[config.mk]
export PLATFORM = sky130hd
export DESIGN_NAME = servo_pulse_decoder
export DESIGN_NICKNAME = d
export VERILOG_FILES = /design/src/rtl/servo_pulse_decoder.sv
export SDC_FILE = /design/constraint.sdc
export NUM_CORES = 1
export LEC_CHECK = 0
export ABC_AREA = 1
export ABC_CLOCK_PERIOD_IN_PS = 2500
export BUFFER_PORTS_ARGS = -buffer_cell sky130_fd_sc_hd__buf_2
export CAP_MARGIN = 25
export CORE_MARGIN = 2
export CORE_UTILIZATION = 54
export DETAILED_ROUTE_END_ITERATION = 10
export GPL_ROUTABILITY_DRIVEN = 1
export HOLD_SLACK_MARGIN = 0.05
export MAX_ROUTING_LAYER = met4
export PLACE_DENSITY = 0.71
export SYNTH_ARGS = -nofsm -noshare
export SYNTH_HDL_FRONTEND = slang
export SYNTH_SLANG_ARGS = --single-unit
[constraint.sdc]
create_clock -name clock -period 2.5 [get_ports clock]
set_input_delay 0.375 -clock clock [delete_from_list [all_inputs] [get_ports clock]]
set_output_delay 0.375 -clock clock [all_outputs]
set_load 0.03 [all_outputs]
[src/rtl/servo_pulse_decoder.sv]
// Servo PWM high-time decoder: measures pulse width and maps it back to an 8-bit angle code.
// Optional macro SERVO_DEC_GLITCH_FILTER_EN adds a 4-sample stability filter after the synchronizer.
module servo_pulse_decoder #(
    parameter int unsigned OFFSET        = 165,
    parameter int unsigned SHIFT         = 8,
    parameter int unsigned MARGIN        = 16,
    parameter int unsigned FRAME_TIMEOUT = 2097152
) (
    input  logic       clock,
    input  logic       reset,
    input  logic       pulse_in,
    output logic [7:0] angulo,
    output logic       angulo_valid,
    output logic       range_err,
    output logic       signal_ok
);

    localparam int unsigned WIDTH_W  = 20;
    localparam int unsigned WIDTH_RW = WIDTH_W + 1;
    localparam int unsigned FRAME_W  = 22;
    localparam int unsigned Q_W      = 13;
`ifdef SERVO_DEC_GLITCH_FILTER_EN
    localparam int unsigned FILL     = 5;
`else
    localparam int unsigned FILL     = 2;
`endif

    localparam logic [WIDTH_W-1:0]  WIDTH_SAT = '1;
    localparam logic [WIDTH_W-1:0]  WIDTH_MAX = WIDTH_W'((OFFSET + 256 + MARGIN) << SHIFT);
    localparam logic [WIDTH_RW-1:0] ROUND     = WIDTH_RW'(32'd1 << (SHIFT - 1));
    localparam logic [FRAME_W-1:0]  FRAME_LIM = FRAME_W'(FRAME_TIMEOUT);
    localparam logic [Q_W-1:0]      Q_MIN     = Q_W'(OFFSET - MARGIN);
    localparam logic [Q_W-1:0]      Q_MAX     = Q_W'(OFFSET + 255 + MARGIN);
    localparam logic [Q_W-1:0]      Q_OFF     = Q_W'(OFFSET);
    localparam logic [Q_W-1:0]      Q_TOP     = Q_W'(OFFSET + 255);

    typedef enum logic [1:0] {
        ST_ARM,
        ST_LOW,
        ST_HIGH,
        ST_STUCK
    } state_e;

    state_e               state_q, state_d;
    logic [1:0]           sync_q;
    logic                 lvl_q;
    logic                 lvl_c;
    logic                 rise_c, fall_c;
    logic [2:0]           fill_q, fill_d;
    logic [WIDTH_W-1:0]   width_q, width_d;
    logic [FRAME_W-1:0]   frame_q, frame_d;
    logic                 timeout_c;
    logic                 dec_pend_q, dec_pend_d;
    logic [WIDTH_W-1:0]   dec_width_q, dec_width_d;
    logic                 long_err_c;
    logic [WIDTH_RW-1:0]  sum_c;
    logic [Q_W-1:0]       q_c;
    logic                 in_range_c;
    logic [7:0]           ang_c;
    logic [7:0]           angulo_q, angulo_d;
    logic                 valid_q, valid_d;
    logic                 err_q, err_d;
    logic                 ok_q, ok_d;

`ifdef SERVO_DEC_GLITCH_FILTER_EN
    logic [2:0] hist_q;

    // Level only moves after four consecutive identical synchronized samples
    always_comb begin
        lvl_c = lvl_q;
        if ({sync_q[1], hist_q} == 4'b1111) begin
            lvl_c = 1'b1;
        end else if ({sync_q[1], hist_q} == 4'b0000) begin
            lvl_c = 1'b0;
        end
    end

    always_ff @(posedge clock) begin
        if (reset) begin
            hist_q <= '0;
        end else begin
            hist_q <= {hist_q[1:0], sync_q[1]};
        end
    end
`else
    assign lvl_c = sync_q[1];
`endif

    assign rise_c    = lvl_c & ~lvl_q;
    assign fall_c    = ~lvl_c & lvl_q;
    assign timeout_c = (frame_q == FRAME_LIM) && !rise_c;

    // Counters; the rising-edge cycle is itself the first high cycle, so width equals high time
    always_comb begin
        fill_d  = (fill_q == 3'(FILL)) ? fill_q : fill_q + 3'd1;
        width_d = width_q;
        if (rise_c) begin
            width_d = WIDTH_W'(1);
        end else if (lvl_c && width_q != WIDTH_SAT) begin
            width_d = width_q + WIDTH_W'(1);
        end
        frame_d = frame_q;
        if (rise_c) begin
            frame_d = '0;
        end else if (frame_q != FRAME_LIM) begin
            frame_d = frame_q + FRAME_W'(1);
        end
    end

    // Pulse FSM; ARM waits until the synchronizer holds real samples before trusting a low
    always_comb begin
        state_d     = state_q;
        dec_pend_d  = 1'b0;
        dec_width_d = dec_width_q;
        long_err_c  = 1'b0;
        case (state_q)
            ST_ARM: begin
                if (fill_q == 3'(FILL) && !lvl_c) begin
                    state_d = ST_LOW;
                end
            end
            ST_LOW: begin
                if (rise_c) begin
                    state_d = ST_HIGH;
                end
            end
            ST_HIGH: begin
                if (fall_c) begin
                    dec_pend_d  = 1'b1;
                    dec_width_d = width_q;
                    state_d     = ST_LOW;
                end else if (width_q >= WIDTH_MAX) begin
                    long_err_c = 1'b1;
                    state_d    = ST_STUCK;
                end
            end
            ST_STUCK: begin
                if (fall_c) begin
                    state_d = ST_LOW;
                end
            end
            default: begin
                state_d = ST_ARM;
            end
        endcase
    end

    // Decode stage: round to nearest quantum, range check, clamp
    always_comb begin
        sum_c      = WIDTH_RW'(dec_width_q) + ROUND;
        q_c        = Q_W'(sum_c >> SHIFT);
        in_range_c = (q_c >= Q_MIN) && (q_c <= Q_MAX);
        if (q_c < Q_OFF) begin
            ang_c = 8'd0;
        end else if (q_c > Q_TOP) begin
            ang_c = 8'd255;
        end else begin
            ang_c = 8'(q_c - Q_OFF);
        end

        angulo_d = angulo_q;
        valid_d  = dec_pend_q && in_range_c;
        err_d    = long_err_c || (dec_pend_q && !in_range_c);
        ok_d     = ok_q;
        if (valid_d) begin
            angulo_d = ang_c;
            ok_d     = 1'b1;
        end else if (timeout_c) begin
            ok_d = 1'b0;
        end
    end

    always_ff @(posedge clock) begin
        if (reset) begin
            state_q     <= ST_ARM;
            sync_q      <= '0;
            lvl_q       <= 1'b0;
            fill_q      <= '0;
            width_q     <= '0;
            frame_q     <= '0;
            dec_pend_q  <= 1'b0;
            dec_width_q <= '0;
            angulo_q    <= '0;
            valid_q     <= 1'b0;
            err_q       <= 1'b0;
            ok_q        <= 1'b0;
        end else begin
            state_q     <= state_d;
            sync_q      <= {sync_q[0], pulse_in};
            lvl_q       <= lvl_c;
            fill_q      <= fill_d;
            width_q     <= width_d;
            frame_q     <= frame_d;
            dec_pend_q  <= dec_pend_d;
            dec_width_q <= dec_width_d;
            angulo_q    <= angulo_d;
            valid_q     <= valid_d;
            err_q       <= err_d;
            ok_q        <= ok_d;
        end
    end

    assign angulo       = angulo_q;
    assign angulo_valid = valid_q;
    assign range_err    = err_q;
    assign signal_ok    = ok_q;

endmodule

Yosys cells after proc, flatten, opt, wreduce, memory -nomap -nowiden
Cells that the tools add are included.
Word-level totals
  word-level logic and storage cells: 72
  register bits: 82
  output and inout port bits: 11
  bits of input ports: 3
Operators by class
  add/subtract/negate cells: 5
  reductions and logical operators: 17
  $lt $le $gt $ge: 5
  mux-type cells: 16
  equal/unequal tests: 11
  bitwise gates (word level): 5
Operators with widths (count)
  22-bit by 1-bit adder with 22-bit output (second input constant): 1
  22-bit equality test (second input constant): 1
  22-bit != test (second input constant): 1
  20-bit by 8-bit adder with 21-bit output (second input constant): 1
  20-bit by 1-bit adder with 20-bit output (second input constant): 1
  20-bit by 17-bit greater-or-equal comparator with 1-bit output (second input constant): 1
  20-bit != test (second input constant): 1
  8-bit two-way mux: 2
  13-bit by 8-bit greater-or-equal comparator with 1-bit output (second input constant): 1
  13-bit by 9-bit greater-than comparator with 1-bit output (second input constant): 1
  13-bit by 9-bit <= comparator with 1-bit output (second input constant): 1
  13-bit by 8-bit < comparator with 1-bit output (second input constant): 1
  2-bit two-way mux: 5
  1-bit two-way mux: 8
  2-bit one-hot mux with 4 select lines: 1
  8-bit subtractor (second input constant): 1
  1-bit logical AND: 6
  2-bit != test (second input constant): 3
  2-bit equality test (second input constant): 2
  4-bit AND reduction: 1
  2-bit nonzero test: 2
  2-bit OR reduction: 2
  3-bit by 1-bit adder with 3-bit output (second input constant): 1
  3-bit by 2-bit equality test with 1-bit output (second input constant): 1
  other kinds (8): 13

Logic depth before layout (Yosys ltp)
  depth in word-level cells: 6
  depth in mapped cells: 16
  mapped depth without buffers: 16

Worst setup path before layout
OpenSTA, ideal clock, no wires.
  path kind: reg2reg
  start point: register dec_width_q[8]
  end point: register angulo_q[0] (netlist: angulo[0])
  required time: 2.364 ns
  setup time: 0.136 ns
  buffers on the path: 1
  cell stages (with the launch flop): 16
  period minus slack after synthesis: 1.856 ns
  arrival time: 1.720 ns
  path slack: 0.644 ns
  cell sequence: dfxtp_1 > ha_1 > nand2_2 > nor2_2 > nand2_2 > nand2_4 > inv_2 > nor2_1 > nand2_1 > nor2_1 > nand2_1 > nand2_1 > nand3_2 > buf_6 > nand2_1 > a21oi_2
On the way
  longest elaborated chain between the ends: 4
  elaborated cells between the ends (all ways): 10
  those cells by class: 2 x add/sub; 4 x order compare; 2 x mux; 2 x reduce/logical
Ends and longest elaborated chain
  from (decl): line 54  | logic [WIDTH_W-1:0] dec_width_q, dec_width_d;
  from (signal assigned): line 195  | dec_width_q <= dec_width_d;
  20-bit by 8-bit adder with 21-bit output (*): line 150  | sum_c = WIDTH_RW'(dec_width_q) + ROUND;
  13-bit by 9-bit greater-than comparator with 1-bit output, or another cell as far along: line 155  | end else if (q_c > Q_TOP) begin
  8-bit two-way mux or 1-bit logical AND (tied branches): line 155, 152
  8-bit two-way mux or 1-bit logical AND (tied branches): line 153, 162
  to (signal assigned): line 196  | angulo_q <= angulo_d;
  to (decl): line 60  | logic [7:0] angulo_q, angulo_d;
Mark *: on every way between the ends. The rest lies on a longest branch, timed or not.
A chain may end at the register's enable or synchronous reset.

Worst setup path in the final report
Ends and elaborated chain as after synthesis.

==> flow_summary.toml <==
[global_routing]
grt_usage_pct = 24.00
grt_pass1_wl_mm = 16.16
grt_pass1_vias = 3683
grt_antenna_before_repair = 0
grt_max_degree = 28
grt-ovfl-total = 0

[worst_setup_path]
cp-startpoint = "dec_width_q[8]"
path_max_fanout = 11
timing.rr.start = "dec_width_q[8]"
crit_type = "reg -> reg"
endpoint = "angulo[0]"
reg2reg_depth = 13
start_kind = "flop"
r2r_setup_slack_ns = 0.36
cp-end-kind = "flop"
worstReg2RegEnd = "angulo[0]"
arrival_ns = 2.43
required_ns = 2.79

[synth]
synth_nets = 625
yosysUniqueCellTypes = 36
syn_inst = 608
yosysSeqAreaShare_pct = 36.04
synth_edf_count = 0
avgSynthCellArea_um2 = 6.853
synthArstFlopShare_pct = 0
synthFlopType = "dfxtp_1"
ys_ff_latch = 75
synth_area_mm2 = 0.004166
ys_warn_count = 0

[power_and_ir_drop]
pwr-share-comb_pct = 11.8
power.total_uw = 2538
power_density_mw_per_mm2 = 556.6
sw_frac_of_total_pct = 26.80
p_int_uw = 1858
leakage_uw = 0.001800
p_clk_share_pct = 37.7
irDropWorstVdd_uv = 353.7
switchingPower_uw = 680.1
p_seq_share_pct = 50.5

[finish]
syn_to_final_growth_pct = 9.429
drive_above_1_share_pct = 11.41
nFillCells = 738
layout.cells.non_filler = 733
seq_area_mm2 = 0.001501
antenna_cells = 0
utilization_pct = 59.93
final_nets = 644
multi_input_comb_area_mm2 = 0.002280

[sta]
drv_slew = 0
skew_ns = 0.01379
period_share_pct = 85.43
setup_viol = 0
final.min_clock_period_ns = 2.136
fmax_ghz = 0.4682
slew_headroom_pct = 61.53
final.setup.tns_ns = 0
worst_slew_pin_slew_ns = 0.5764
grt_setup_unrepaired = "no"
hold_violations = 0
fin_hold_ws_ns = 0.2263

[min_path]
hp-start = "pulse_in"
hp-class = "in -> reg"

[drt]
dr_total_vias = 3907
routed_wl_mm = 8.923
wl_per_cell_um = 12.17
dr.pass1.iters = 4
via_per_inst = 5.330
ant_nets = 0
drt_iter0_drc = 207
drc = 0

[cts]
ctsHtreeMaxLevel = 3
tritoncts = "yes"
cts_sinks = 75
cts_buffer_depth = 2
cts_root_buffer = "clkbuf_8"
numCtsBuffers = 9
clkSlewWorstSetupHoldPaths_ns = 0.08
clock_latency_ns = 0.35
post-cts-setup-buffers = 0

[place]
dp_hpwl_mm = 6.688
place_inst = 718
gp_congestion = 0.8857
port_buffers = 13

[floorplanning]
die_h_um = 91.84
design.core.area_mm2 = 0.007607
dieArea_mm2 = 0.008435
die_w_um = 91.84
num_rows = 32
start_util_pct = 54.77
io_pins = 14

[run]
cap_violations = 0

[status]
status = "finished, final reports clean"
-- layer usage --
| metal | up-vias | global-route usage, % | routed length, um |
|---|---|---|---|
| li1 | 2037 | - | - |
| met1 | 1755 | 30.96 | 4350 |
| met2 | 93 | 37.44 | 3971 |
| met3 | 22 | 5.094 | 403 |
| met4 | 0 | 8.582 | 197 |
| met5 | - | - | 0 |
-- state kept, by name, indices dropped and copies added, names as in the netlist, 2 cells and up --
name / cells
state_q: 2
fill_q: 3
angulo: 8
width_q: 20
frame_q: 22
dec_width_q: 13
sync_q: 2
-- per-stage QoR --
| step | setup slack, ns | area [um2] |
|---|---|---|
| after floorplan | 0.6442 | 4167 |
| after global placement | 0.3939 | 4348 |
| after detailed placement | 0.2898 | 4348 |
| after CTS | 0.2684 | 4549 |
| after global routing | 0.08551 | 4559 |
| final | 0.3643 | 4559 |
-- synth_stat cells, types with 2 or more instances --
master | instances | share of area [%]
nand2_1 | 121 | 11
inv_1 | 85 | 7.7
dfxtp_1 | 75 | 36
a21oi_1 | 61 | 7.3
nor2_1 | 57 | 5.1
o21ai_0 | 38 | 4.6
nand3_1 | 37 | 4.4
nor3_1 | 15 | 1.8
ha_1 | 14 | 4.2
nand2_2 | 12 | 1.8
nand4_1 | 12 | 1.8
nor4_1 | 10 | 1.5
clkbuf_1 | 9 | 0.81
xor2_1 | 8 | 1.7
a31oi_1 | 6 | 0.90
a21oi_2 | 5 | 1.1
a211oi_1 | 4 | 0.72
nand2_4 | 4 | 1.1
inv_2 | 3 | 0.27
nand3_2 | 3 | 0.72
nand3b_1 | 3 | 0.54
nor2_2 | 3 | 0.45
nor2_4 | 3 | 0.81
o21ai_1 | 3 | 0.36
xnor2_1 | 3 | 0.63
buf_6 | 2 | 0.54
o211ai_1 | 2 | 0.36
o21a_1 | 2 | 0.36
-- cells in the final DEF (no fill, tap or decap), types with 8 or more instances in the layout --
cell type / count
a21oi_1: 61
buf_2: 13
clkbuf_8: 11
dfxtp_1: 75
ha_1: 14
inv_1: 85
nand2_1: 121
nand2_2: 12
nand3_1: 37
nand4_1: 12
nor2_1: 57
nor3_1: 15
nor4_1: 10
o21ai_0: 38
xor2_1: 8
-- power by group through the flow --
stage | registers (uW) | clock network [uW] | logic, uW
2_1_floorplan | 1300 | 0 | 238
3_3_place_gp | 1300 | 0 | 282
3_5_place_dp | 1310 | 0 | 297
4_1_cts | 1280 | 982 | 299
5_1_grt | 1290 | 1030 | 364
6_report | 1280 | 958 | 299
-- worst min-delay path by stage --
stage,to,depth (start not counted)
after CTS,sync_q[0],3
after floorplan,sync_q[1],2
final,sync_q[0],3
after detailed placement,sync_q[1],2
after global routing,sync_q[0],3
after global placement,sync_q[1],2
-- area by class of cell --
class                      count  share of cell area [%]
clock buffer                  11                   3.321
clock inverter                 4                   1.098
inverter                      89                   7.437
multi-input combinational    433                   50.00
sequential                    75                   32.93
tap                          102                   2.799
timing repair buffer          19                   2.415
-- cell families after synthesis --
kind of cell | after synthesis | synth area share (%)
simple gates | 284 | 31.74
compound gates | 124 | 16.28
buf+inv | 100 | 9.430
flops | 75 | 36.04
fa+ha+maj | 14 | 4.204
xor+xnor | 11 | 2.312
-- worst max-delay path: stages, from the launching register on --
cell     delay (ns)
dfxtp_1        0.40
ha_1           0.25
nand2_2        0.11
nor2_4         0.16
nand3_1        0.10
nand2_1        0.09
nand3_1        0.11
nor2_1         0.17
nand3_1        0.09
nand2_1        0.12
nand3_4        0.16
inv_4          0.13
nand2_1        0.07
a21oi_2        0.12
-- repair_timing --
| action | 4_1_cts | 5_1_grt |
|---|---|---|
| hold buffers | 0 | 0 |
| setup endpoints to repair | 0 | 7 |
| gates resized for setup | 0 | 2 |
No activity file was read; power rests on OpenSTA's default activity.
